`src/rtl/pwm_capture.sv`:
```
// Purpose: measures an incoming PWM line and recovers its duty code, high time and period.
// Latency: an edge on pwm_in is seen 3 cycles later; results are registered 1 cycle after the closing rise.
// Backpressure: none; valid is a one-cycle pulse that the consumer must take when it appears.
// Optional: define PWM_CAPTURE_PERIOD_CHECK_EN to flag publishes whose period differs from PERIOD.
module pwm_capture #(
  parameter int PERIOD  = 16,
  parameter int CNT_W   = 8,
  parameter int TIMEOUT = 64
) (
  input  logic             clk,
  input  logic             rst_n,
  input  logic             pwm_in,
  output logic [3:0]       duty_out,
  output logic [CNT_W-1:0] high_cnt,
  output logic [CNT_W-1:0] period_cnt,
  output logic             valid,
  output logic             stuck_high,
  output logic             stuck_low,
  output logic             period_err
);

  localparam int TW = $clog2(TIMEOUT + 1);
  localparam logic [CNT_W-1:0] CNT_MAX = '1;

  typedef enum logic [1:0] {IDLE, HIGH, LOW} state_t;

  state_t          state;
  logic            s1, s2, s3;
  logic            rise, fall;
  logic            timeout_hit;
  logic            pub_norm;
  logic [CNT_W-1:0] hc, pc;
  logic [TW-1:0]   tc;

  // Counters stop at all-ones instead of wrapping so long phases read as "very long".
  function automatic logic [CNT_W-1:0] sat_inc(input logic [CNT_W-1:0] v);
    if (v == CNT_MAX) return v;
    else return v + CNT_W'(1);
  endfunction

  // Duty code is high time minus one, pinned to the 4-bit range.
  function automatic logic [3:0] clamp_duty(input logic [CNT_W-1:0] h);
    if (h == '0) return 4'd0;
    else if (h > CNT_W'(16)) return 4'd15;
    else return 4'(h - CNT_W'(1));
  endfunction

  assign rise = s2 & ~s3;
  assign fall = ~s2 & s3;
  // An edge in the same cycle as the timeout wins, so the timeout needs a quiet cycle.
  assign timeout_hit = ~rise & ~fall & (tc == TW'(TIMEOUT - 1));
  assign pub_norm = (state == LOW) & rise;

  // Two-flop synchroniser plus a history flop for edge detection.
  always_ff @(posedge clk or negedge rst_n) begin
    if (!rst_n) begin
      s1 <= 1'b0;
      s2 <= 1'b0;
      s3 <= 1'b0;
    end else begin
      s1 <= pwm_in;
      s2 <= s1;
      s3 <= s2;
    end
  end

  // Quiet-time counter: cleared by any edge, parks at TIMEOUT so the stuck publish fires once.
  always_ff @(posedge clk or negedge rst_n) begin
    if (!rst_n) begin
      tc <= '0;
    end else if (rise | fall) begin
      tc <= '0;
    end else if (tc != TW'(TIMEOUT)) begin
      tc <= tc + TW'(1);
    end
  end

  // Stuck flags are levels: set by the timeout, dropped by the next edge.
  always_ff @(posedge clk or negedge rst_n) begin
    if (!rst_n) begin
      stuck_high <= 1'b0;
      stuck_low  <= 1'b0;
    end else if (rise | fall) begin
      stuck_high <= 1'b0;
      stuck_low  <= 1'b0;
    end else if (timeout_hit) begin
      stuck_high <= s2;
      stuck_low  <= ~s2;
    end
  end

  // Measurement FSM with registered publish of duty, high time and period.
  always_ff @(posedge clk or negedge rst_n) begin
    if (!rst_n) begin
      state      <= IDLE;
      hc         <= '0;
      pc         <= '0;
      duty_out   <= 4'd0;
      high_cnt   <= '0;
      period_cnt <= '0;
      valid      <= 1'b0;
    end else begin
      valid <= 1'b0;
      if (timeout_hit) begin
        valid      <= 1'b1;
        period_cnt <= pc;
        duty_out   <= s2 ? 4'd15 : 4'd0;
        high_cnt   <= s2 ? hc : '0;
        hc         <= '0;
        pc         <= '0;
        state      <= IDLE;
      end else begin
        case (state)
          IDLE: begin
            if (rise) begin
              state <= HIGH;
              hc    <= CNT_W'(1);
              pc    <= CNT_W'(1);
            end
          end
          HIGH: begin
            pc <= sat_inc(pc);
            if (fall) state <= LOW;
            else      hc    <= sat_inc(hc);
          end
          LOW: begin
            if (rise) begin
              valid      <= 1'b1;
              high_cnt   <= hc;
              period_cnt <= pc;
              duty_out   <= clamp_duty(hc);
              state      <= HIGH;
              hc         <= CNT_W'(1);
              pc         <= CNT_W'(1);
            end else begin
              pc <= sat_inc(pc);
            end
          end
          default: state <= IDLE;
        endcase
      end
    end
  end

`ifdef PWM_CAPTURE_PERIOD_CHECK_EN
  // Period check rides along with every publish; stuck publishes always flag an error.
  always_ff @(posedge clk or negedge rst_n) begin
    if (!rst_n) begin
      period_err <= 1'b0;
    end else if (timeout_hit) begin
      period_err <= 1'b1;
    end else if (pub_norm) begin
      period_err <= (pc != CNT_W'(PERIOD));
    end
  end
`else
  assign period_err = 1'b0;
  // pub_norm only feeds the optional period check.
  logic unused_pub;
  assign unused_pub = pub_norm;
`endif

endmodule

```
`config.mk`:
```
export PLATFORM = sky130hd
export DESIGN_NAME = pwm_capture
export DESIGN_NICKNAME = d
export VERILOG_FILES = /design/src/rtl/pwm_capture.sv
export SDC_FILE = /design/constraint.sdc
export NUM_CORES = 1
export LEC_CHECK = 0
export BUFFER_PORTS_ARGS = -buffer_cell sky130_fd_sc_hd__buf_2
export CAP_MARGIN = 20
export CORE_MARGIN = 2
export CORE_UTILIZATION = 30
export CTS_CLUSTER_DIAMETER = 200
export DETAILED_ROUTE_END_ITERATION = 10
export PLACE_DENSITY = 0.43
export RECOVER_POWER = 25
export SLEW_MARGIN = 20
export SYNTH_ARGS = -nofsm -noshare
export SYNTH_HDL_FRONTEND = slang
export SYNTH_SLANG_ARGS = --single-unit
```
`constraint.sdc`:
```
create_clock -name clk -period 3.7 [get_ports clk]
set_clock_uncertainty 0.2 [all_clocks]
set_input_delay 0.74 -clock clk [delete_from_list [all_inputs] [get_ports clk]]
set_output_delay 0.74 -clock clk [all_outputs]
set_load 0.1 [all_outputs]
```
==> results of run 1 <==
cells by family after synthesis:
group / Yosys count / synth area share, %
flops: 51 / 47.8
mux: 2 / 0.844
xor+xnor: 7 / 2.30
other cells: 1 / 0.141
buf+inv: 25 / 4.13
compound gates: 70 / 15.9
simple gates: 126 / 22.8
fa+ha+maj: 13 / 6.10
registers in the layout (all words and copies together) (netlist names):
| register | count |
|---|---|
| high_cnt | 8 |
| duty_out | 4 |
| tc | 7 |
| s3 | 1 |
| hc | 8 |
| pc | 8 |
| s2 | 1 |
| state | 2 |
| stuck_low | 1 |
| stuck_high | 1 |
| valid | 1 |
| period_cnt | 8 |
| s1 | 1 |
power by group through the flow:
stage / registers (W) / clock network [W] / logic [W]
after detailed placement: 0.000771 / 0 / 0.000967
after global routing: 0.000776 / 0.000356 / 0.00105
final: 0.000759 / 0.000316 / 0.000962
after floorplan: 0.00110 / 0 / 0.000432
after CTS: 0.000759 / 0.000334 / 0.000972
after global placement: 0.000772 / 0 / 0.000969
placed cells by master, fill, tap and decap left out, types with 6 or more instances in the layout:
cell type,count
a21oi_1,30
inv_1,12
nand3_1,9
dfrtp_1,51
ha_1,13
nor2_1,20
o21ai_0,15
buf_2,24
nor3_1,12
a31oi_1,6
nand2_1,58
stage by stage:
stage               total power [W]  utilization [%]  worst slack [ps]
floorplan                   0.00154                -              1280
global placement            0.00174             33.3               610
detailed placement          0.00174             33.3               519
CTS                         0.00206             34.2               467
global route                0.00218             34.2               192
finish                      0.00204             34.2               590
worst min-delay path by stage:
| stage | start | to |
|---|---|---|
| after detailed placement | s1$_DFF_PN0_ | s2$_DFF_PN0_ |
| after global placement | s1$_DFF_PN0_ | s2$_DFF_PN0_ |
| final | s1$_DFF_PN0_ | s2$_DFF_PN0_ |
| after floorplan | s1$_DFF_PN0_ | s2$_DFF_PN0_ |
| after CTS | s1$_DFF_PN0_ | s2$_DFF_PN0_ |
| after global routing | s1$_DFF_PN0_ | s2$_DFF_PN0_ |
layout make-up:
class | instances | area, um2
inverter | 12 | 45.0
sequential | 51 | 1280
timing repair buffer | 28 | 146
clock buffer | 5 | 68.8
clock inverter | 2 | 13.8
multi-input combinational | 219 | 1280
tap | 108 | 135
fill | 939 | 5710
critical path: cells and delay by family (launching register included):
kind | cells | cell delay, ps
adders and majority gates | 1 | 520
buffers and inverters | 2 | 610
AOI/OAI and AO/OA | 2 | 820
and+or+nand+nor | 2 | 290
DFF | 1 | 530
routing by layer:
metal | track usage [%] | share of wire (%) | vias up
li1 | - | - | 1066
met1 | 18.7 | 51 | 1001
met2 | 20.0 | 45 | 38
met3 | 2.36 | 3.6 | 5
met4 | 2.85 | 0.94 | 0
met5 | 0 | 0 | -
==> flow_summary.yaml, run 1 <==
outcome:
  status: "finished with violations"
  violations: "capacitance limit, slew limit"
synthesis:
  synthDistinctLibCells: 44
  syn-instance-count: 295
  synthesis.area_per_instance_um2: 9.04
  ys_async_sr_fraction_pct: 100
  synth-edff-count: 0
  netlist.area_leader.share_pct: 47.8
  synthMostInstantiatedCell: "nand2_1"
  ys_warn_count: 0
  synth-main-ff-cell: "dfrtp_1"
  synth.cells.most_frequent: "nand2_1 (58), dfrtp_1 (51), a21oi_1 (31), nor2_1 (20), o21ai_0 (15)"
  seq_area_frac_synth_pct: 47.8
  postSynthRegisterBits: 51
  synthDominantAreaCellType: "dfrtp_1"
  netlist_area_um2: 2670
  synth_top_cells_by_area: "dfrtp_1 (48%), nand2_1 (8.2%), ha_1 (6.1%), a21oi_1 (5.8%), nor2_1 (2.8%)"
  postSynthNetCount: 311
floorplanning:
  overall_die_height_um: 98.3
  placeableCoreArea_um2: 8680
  standard_cell_rows: 34
  die_area_um2: 9660
  ios: 27
  die_width_um: 98.3
  starting_density_of_the_core_pct: 30.7
timing:
  slew-limit-headroom_pct: -44.7
  minimum_clock_period_ps: 3110
  setup_viol: 0
  holdWs_ps: 169
  worst-slew-pin-transition_ps: 2170
  max_freq_mhz: 322
  post-route-period-util_pct: 84.0
  timing_hold_violations_final: 0
  final.setup.tns_ps: 0
  grt_setup_unrepaired: "no"
  report.final.slew_viol_count: 41
pwr:
  static-leakage-power_nw: 1.35
  internal_power_w: 0.00102
  seq_power_share_pct: 37.3
  power.density_nw_per_um2: 686
  p_sw_share_pct: 49.7
  clock_power_share_pct: 15.5
  comb_power_share_pct: 47.2
  netSwitchingPower_w: 0.00101
  vdd_ir_drop_max_mv: 0.239
clock_tree:
  cts_made_buffers: 5
  post_cts.resized_instances: 0
  ctsLongestPathBuffers: 2
  clk_pin_slew_ps: 90
  ctsHtreeMaxLevel: 2
  cts_tree: "done"
  clock_latency_at_the_later_pin_of_the_worst_skew_pair_ps: 300
  number_of_hold_repair_buffers_added_at_the_cts_stage: 0
  cts_root_buf: "clkbuf_8"
  clock_sinks: 51
  post-cts-setup-buffer-count: 0
drt:
  final_antenna_net_count: 0
  routed_wire_length_um: 5980
  drt-initial-drc-count: 62
  drc_markers: 0
  vias: 2110
  wl_per_cell_um: 14.1
  drt-vias-per-instance: 4.96
  drt_first_pass_iters: 4
grt:
  gr-usage-all-layers_pct: 12.9
  grt_max_degree: 41
  number_of_antenna_violations_at_the_first_check_in_global_routing: 0
  grt_first_pass_wirelength_um: 10200
  grt_remaining_overflow: 0
  grt_pass1_vias: 2048
finish:
  fin_cells: 425
  finalNetCount: 333
  area_growth_pct: 11.4
  n_antenna_cell: 0
  finalInstanceArea_um2: 2970
  drive_gt1_share_pct: 14.5
worst_setup_path:
  max_stage_delay_ps: 740
  setup.worst_path.end_class: "flip-flop"
  setup_crit_start_kind: "flip-flop"
  path_max_fanout: 23
  worstSetupPathType: "reg2reg"
  rr_startpoint: "s2$_DFF_PN0_"
  timing.critical_path.arrival_ps: 3080
  cp_data_required_time_ps: 3670
  worst_path_max_delay_cell: "a21oi_2"
  critPathLaunch: "s2$_DFF_PN0_"
  setup.reg_to_reg.worst_slack_ps: 590
  worst_r2r_path_depth: 7
  crit_path_frequent_cell: "inv_1"
  critical_path.cell_chain: "inv_1 > ha_1 > nor4_4 > a21oi_2 > inv_1 > nand2_1 > a21oi_1"
  endpoint: "high_cnt[0]$_DFFE_PN0P_"
  worst_r2r_endpoint: "high_cnt[0]$_DFFE_PN0P_"
hold_path:
  min_path_cells: 0
  hold_class: "reg2reg"
placement:
  detailedPlacementHpwl_um: 4210
  place.port_buffers: 25
  gpl.final_weighted_congestion: 0.728
  postPlaceCellArea_um2: 2890
  dpl.cell_count: 418
run:
  max_cap_viol_count: 1
Note: power is estimated with default switching activity, not from simulation.
==> run 2: changes to the inputs <==
==> constraint.sdc (replaced) <==
create_clock -name clk -period 3.15 [get_ports clk]
set_clock_uncertainty 0.2 [all_clocks]
set_input_delay 0.63 -clock clk [delete_from_list [all_inputs] [get_ports clk]]
set_output_delay 0.63 -clock clk [all_outputs]
set_load 0.1 [all_outputs]
==> run 2 against run 1 <==
The run now ends clean. Fmax up 17%. Routed wire length down 1.4%. Via count down 1.0%. Flip-flop and latch count unchanged. Sequential share of layout area down 0.89 points. Register-to-register slack worse by 99 ps. Largest cell class unchanged.
==> flow_summary.yaml, run 2 (same netlist as run 1, synthesis figures left out) <==
outcome:
  status: "finished, final reports clean"
drt:
  drt_first_pass_iters: 4
  drt-initial-drc-count: 71
  drt-vias-per-instance: 4.88
  wl_per_cell_um: 13.8
  drc_markers: 0
  final_antenna_net_count: 0
  vias: 2089
  routed_wire_length_um: 5900
grt:
  grt_first_pass_wirelength_um: 10500
  number_of_antenna_violations_at_the_first_check_in_global_routing: 0
  busiest_layer: "met2"
  global_route_met2_usage_pct: 21.6
  grt_util_met3_pct: 2.65
  grt_pass1_vias: 2109
  global_route.usage.met1_pct: 18.1
  grt_remaining_overflow: 0
  gr-usage-all-layers_pct: 13.2
  grt_max_degree: 38
placement:
  place.port_buffers: 25
  dpl.cell_count: 420
  detailedPlacementHpwl_um: 4150
  gpl.final_weighted_congestion: 0.724
worst_setup_path:
  max_stage_delay_ps: 690
  rr_startpoint: "s2$_DFF_PN0_"
  cp_data_required_time_ps: 3150
  timing.critical_path.arrival_ps: 2660
  worstSetupPathType: "reg2reg"
  worst_r2r_path_depth: 6
  critical_path.cell_chain: "inv_1 > ha_1 > or4_4 > nand2b_1 > nor3_1 > o22a_1"
  setup.worst_path.end_class: "flip-flop"
  critPathLaunch: "s2$_DFF_PN0_"
  setup_crit_start_kind: "flip-flop"
  path_max_fanout: 11
  endpoint: "pc[7]$_DFFE_PN0P_"
  worst_path_max_delay_cell: "or4_4"
  worst_r2r_endpoint: "pc[7]$_DFFE_PN0P_"
  setup.reg_to_reg.worst_slack_ps: 490
clock_tree:
  clk_pin_slew_ps: 100
  ctsLongestPathBuffers: 2
  number_of_hold_repair_buffers_added_at_the_cts_stage: 0
  clock_sinks: 51
  cts_tree: "done"
  cts_made_buffers: 5
  post_cts.resized_instances: 0
  post-cts-setup-buffer-count: 0
  cts_root_buf: "clkbuf_8"
  ctsHtreeMaxLevel: 2
  clock_latency_at_the_later_pin_of_the_worst_skew_pair_ps: 300
pwr:
  static-leakage-power_nw: 1.38
  netSwitchingPower_w: 0.00118
  internal_power_w: 0.00137
  clock_power_share_pct: 21.0
  vdd_ir_drop_max_mv: 0.282
  power.density_nw_per_um2: 843
  seq_power_share_pct: 34.5
  p_sw_share_pct: 46.3
  comb_power_share_pct: 44.4
  report.power.total_w: 0.00256
finish:
  n_antenna_cell: 0
  fin_cells: 428
  finalNetCount: 335
  area_growth_pct: 13.7
  final_core_util_pct: 34.9
  mostFrequentLayoutCell: "nand2_1"
  drive_gt1_share_pct: 15.0
  layout.cells.most_common_list: "nand2_1 (58), dfrtp_1 (51), a21oi_1 (30)"
timing:
  max_freq_mhz: 376
  worst-slew-pin-transition_ps: 967
  final.setup.tns_ps: 0
  slew-limit-headroom_pct: 35.5
  report.final.slew_viol_count: 0
  timing_hold_violations_final: 0
  grt_setup_unrepaired: "no"
  post-route-period-util_pct: 84.4
  holdWs_ps: 155
  setup_viol: 0
  minimum_clock_period_ps: 2660
hold_path:
  hold_class: "reg2reg"
floorplanning:
  placeableCoreArea_um2: 8680
  overall_die_height_um: 98.3
  ios: 27
  standard_cell_rows: 34
  die_area_um2: 9660
  starting_density_of_the_core_pct: 30.7
  die_width_um: 98.3
run:
  max_cap_viol_count: 0
-- run 2: cell types whose count changed in the layout (fill, tap and decap cells not counted), sizes merged --
cell | before | now
bufinv | 0 | 2
buf | 27 | 28
clkinv | 2 | 0
clkbuf | 6 | 8
-- run 2: worst max-delay path: cells and delay by family, from the launching register on --
family	cells	cell delay [ps]
simple gates	3	1060
flops	1	540
fa+ha+maj	1	460
compound gates	1	180
buf+inv	1	110
-- run 2: stage by stage --
| stage | area [um2] | worst slack, ps |
|---|---|---|
| 2_1_floorplan | 2670 | 729 |
| 3_3_place_gp | 2900 | 551 |
| 3_5_place_dp | 2900 | 489 |
| 4_1_cts | 3040 | 492 |
| 5_1_grt | 3030 | 338 |
| 6_report | 3030 | 491 |
-- run 2: worst min-delay path by stage --
| stage | startpoint | end | slack, ps | depth (start not counted) |
|---|---|---|---|---|
| floorplan | rst_n | duty_out[0]$_DFFE_PN0P_ | 130 | 0 |
| global placement | s1$_DFF_PN0_ | s2$_DFF_PN0_ | 130 | 0 |
| detailed placement | s1$_DFF_PN0_ | s2$_DFF_PN0_ | 130 | 0 |
| CTS | rst_n | tc[2]$_DFFE_PN0P_ | 20 | 1 |
| global route | s1$_DFF_PN0_ | s2$_DFF_PN0_ | 190 | 0 |
| finish | s1$_DFF_PN0_ | s2$_DFF_PN0_ | 160 | 0 |
-- run 2: cell type report --
cell class | count | area, um2
fillers | 936 | 5650
inverters | 12 | 45.0
repair buffers | 30 | 159
clock buffers | 6 | 72.6
clock inverters | 2 | 60.1
multi-input cells | 219 | 1280
well taps | 108 | 135
flip-flops and latches | 51 | 1280
-- run 2: power by group through the flow --
stage               sequential, W  clock [W]  combinational (W)
floorplan                 0.00130          0           0.000508
global placement         0.000899          0            0.00114
detailed placement       0.000898          0            0.00114
CTS                      0.000885   0.000561            0.00114
global route             0.000904   0.000588            0.00125
finish                   0.000883   0.000538            0.00114
-- run 2: layer usage --
metal	up-vias	routed length (um)
met5	-	0
met4	0	69
met3	6	172
met2	30	2650
met1	986	3000
li1	1067	-
==> run 3: changes to the inputs <==
==> constraint.sdc (replaced) <==
create_clock -name clk -period 2.5 [get_ports clk]
set_clock_uncertainty 0.2 [all_clocks]
set_input_delay 0.5 -clock clk [delete_from_list [all_inputs] [get_ports clk]]
set_output_delay 0.5 -clock clk [all_outputs]
set_load 0.1 [all_outputs]
==> run 3 against run 2 <==
Clock power fell by 3%. Die area stayed put. Sequential share of layout area fell by 0.12 points. Critical path depth stayed put. Global-route usage up 0.13 points. Design area grew 0.29%. Worst hold slack worse by 60 ps. Routed wire length is 3.4% higher. Largest cell class unchanged. Largest power group unchanged. Highest routed layer unchanged.
==> flow_summary.yaml, run 3 (same netlist as run 1, synthesis figures left out) <==
grt:
  grt_max_degree: 29
  number_of_antenna_violations_at_the_first_check_in_global_routing: 0
  grt_remaining_overflow: 0
  grt_pass1_vias: 2101
  grt_first_pass_wirelength_um: 10500
  gr-usage-all-layers_pct: 13.4
timing:
  grt_setup_unrepaired: "no"
  post-route-period-util_pct: 91.3
  worst-slew-pin-transition_ps: 1360
  report.final.slew_viol_count: 0
  final.setup.tns_ps: 0
  setup_viol: 0
  timing_hold_violations_final: 0
  slew-limit-headroom_pct: 9.35
  max_freq_mhz: 438
  minimum_clock_period_ps: 2280
placement:
  gpl.final_weighted_congestion: 0.812
  detailedPlacementHpwl_um: 4300
  place.port_buffers: 25
  dpl.cell_count: 426
clock_tree:
  ctsHtreeMaxLevel: 2
  ctsLongestPathBuffers: 2
  post_cts.resized_instances: 0
  cts_tree: "done"
  clk_pin_slew_ps: 100
  clock_latency_at_the_later_pin_of_the_worst_skew_pair_ps: 310
  clock_sinks: 51
  number_of_hold_repair_buffers_added_at_the_cts_stage: 0
  cts_root_buf: "clkbuf_8"
  post-cts-setup-buffer-count: 0
  cts_made_buffers: 5
pwr:
  vdd_ir_drop_max_mv: 0.406
  static-leakage-power_nw: 1.40
  power.density_nw_per_um2: 1020
worst_setup_path:
  path_max_fanout: 11
  worst_r2r_path_depth: 6
  cp_data_required_time_ps: 2510
  worstSetupPathType: "reg2reg"
  setup_crit_start_kind: "flip-flop"
  setup.worst_path.end_class: "flip-flop"
  timing.critical_path.arrival_ps: 2290
drt:
  drc_markers: 0
  drt-initial-drc-count: 62
  maxUsedRoutingLayer: "met4"
  vias: 2097
  final_antenna_net_count: 0
  drt_first_pass_iters: 4
  met2RoutedLength_um: 2590
  wl_per_cell_um: 14.1
  drt-vias-per-instance: 4.83
  routed_wire_length_um: 6100
  detail_route.wirelength.met1_um: 3260
  wl_met3_um: 177
floorplanning:
  starting_density_of_the_core_pct: 30.7
  overall_die_height_um: 98.3
  ios: 27
  die_area_um2: 9660
  placeableCoreArea_um2: 8680
  die_width_um: 98.3
  standard_cell_rows: 34
run:
  max_cap_viol_count: 0
finish:
  drive_gt1_share_pct: 16.9
  area_growth_pct: 14.0
  fin_cells: 434
  layout.cells.most_common_list: "nand2_1 (58), dfrtp_1 (51), a21oi_1 (30)"
  mostFrequentLayoutCell: "nand2_1"
  n_antenna_cell: 0
  finalNetCount: 341
  fill_cells: 936
hold_path:
  min_path_cells: 1
  hold_class: "in2reg"
outcome:
  status: "finished, final reports clean"
run 3: cell types whose count changed in the layout (fill, tap and decap cells not counted), sizes merged:
cell / delta
buf: +6
clkinv: +1
inv: +1
bufinv: -2
run 3: worst max-delay path: stages (launching register included):
cell      delay [ps]
dfrtp_1          390
inv_1             70
ha_1             340
or4_4            660
nand2b_1         260
nor3_1           100
o22a_1           180
run 3: per-stage QoR:
stage | worst slack [ps] | util, % | cell area (um2) | power [W] | hold slack [ps]
2_1_floorplan | 78.6 | - | 2670 | 0.00227 | 4.41
3_3_place_gp | 262 | 34.1 | 2960 | 0.00261 | 136
3_5_place_dp | 224 | 34.1 | 2960 | 0.00261 | 136
4_1_cts | 212 | 35.2 | 3060 | 0.00314 | 4.39
5_1_grt | 51.5 | 35.0 | 3040 | 0.00332 | 88.1
6_report | 217 | 35.0 | 3040 | 0.00310 | 95.6
run 3: final timing paths:
check,start,to,slack (ps)
max in group asynchronous,rst_n,pc[1]$_DFFE_PN0P_,460
max,s3$_DFF_PN0_,pc[7]$_DFFE_PN0P_,220
min in group asynchronous,rst_n,tc[1]$_DFFE_PN0P_,280
min,pwm_in,s1$_DFF_PN0_,100
max reg2reg,s3$_DFF_PN0_,pc[7]$_DFFE_PN0P_,220
min reg2reg,s1$_DFF_PN0_,s2$_DFF_PN0_,160
run 3: layout make-up:
| cell class | count | area (um2) | share of cell area, % |
|---|---|---|---|
| multi-input combinational | 219 | 1280 | 42.2 |
| tap | 108 | 135 | 4.44 |
| timing repair buffer | 36 | 204 | 6.71 |
| clock buffer | 6 | 82.6 | 2.71 |
| clock inverter | 2 | 13.8 | 0.452 |
| inverter | 12 | 45.0 | 1.48 |
| sequential | 51 | 1280 | 42.0 |
run 3: per-layer routing:
metal	global-route usage [%]	up-vias
met2	20.1	24
li1	-	1083
met4	3.48	0
met1	19.6	983
met3	2.72	7
met5	0	-
run 3: power breakdown:
group | total [W] | leakage [nW] | internal, W | switching, W
Clock | 0.000521 | 0.0516 | 0.000227 | 0.000294
Combinational | 0.00149 | 0.663 | 0.000383 | 0.00110
Sequential | 0.00110 | 0.681 | 0.000969 | 0.000129
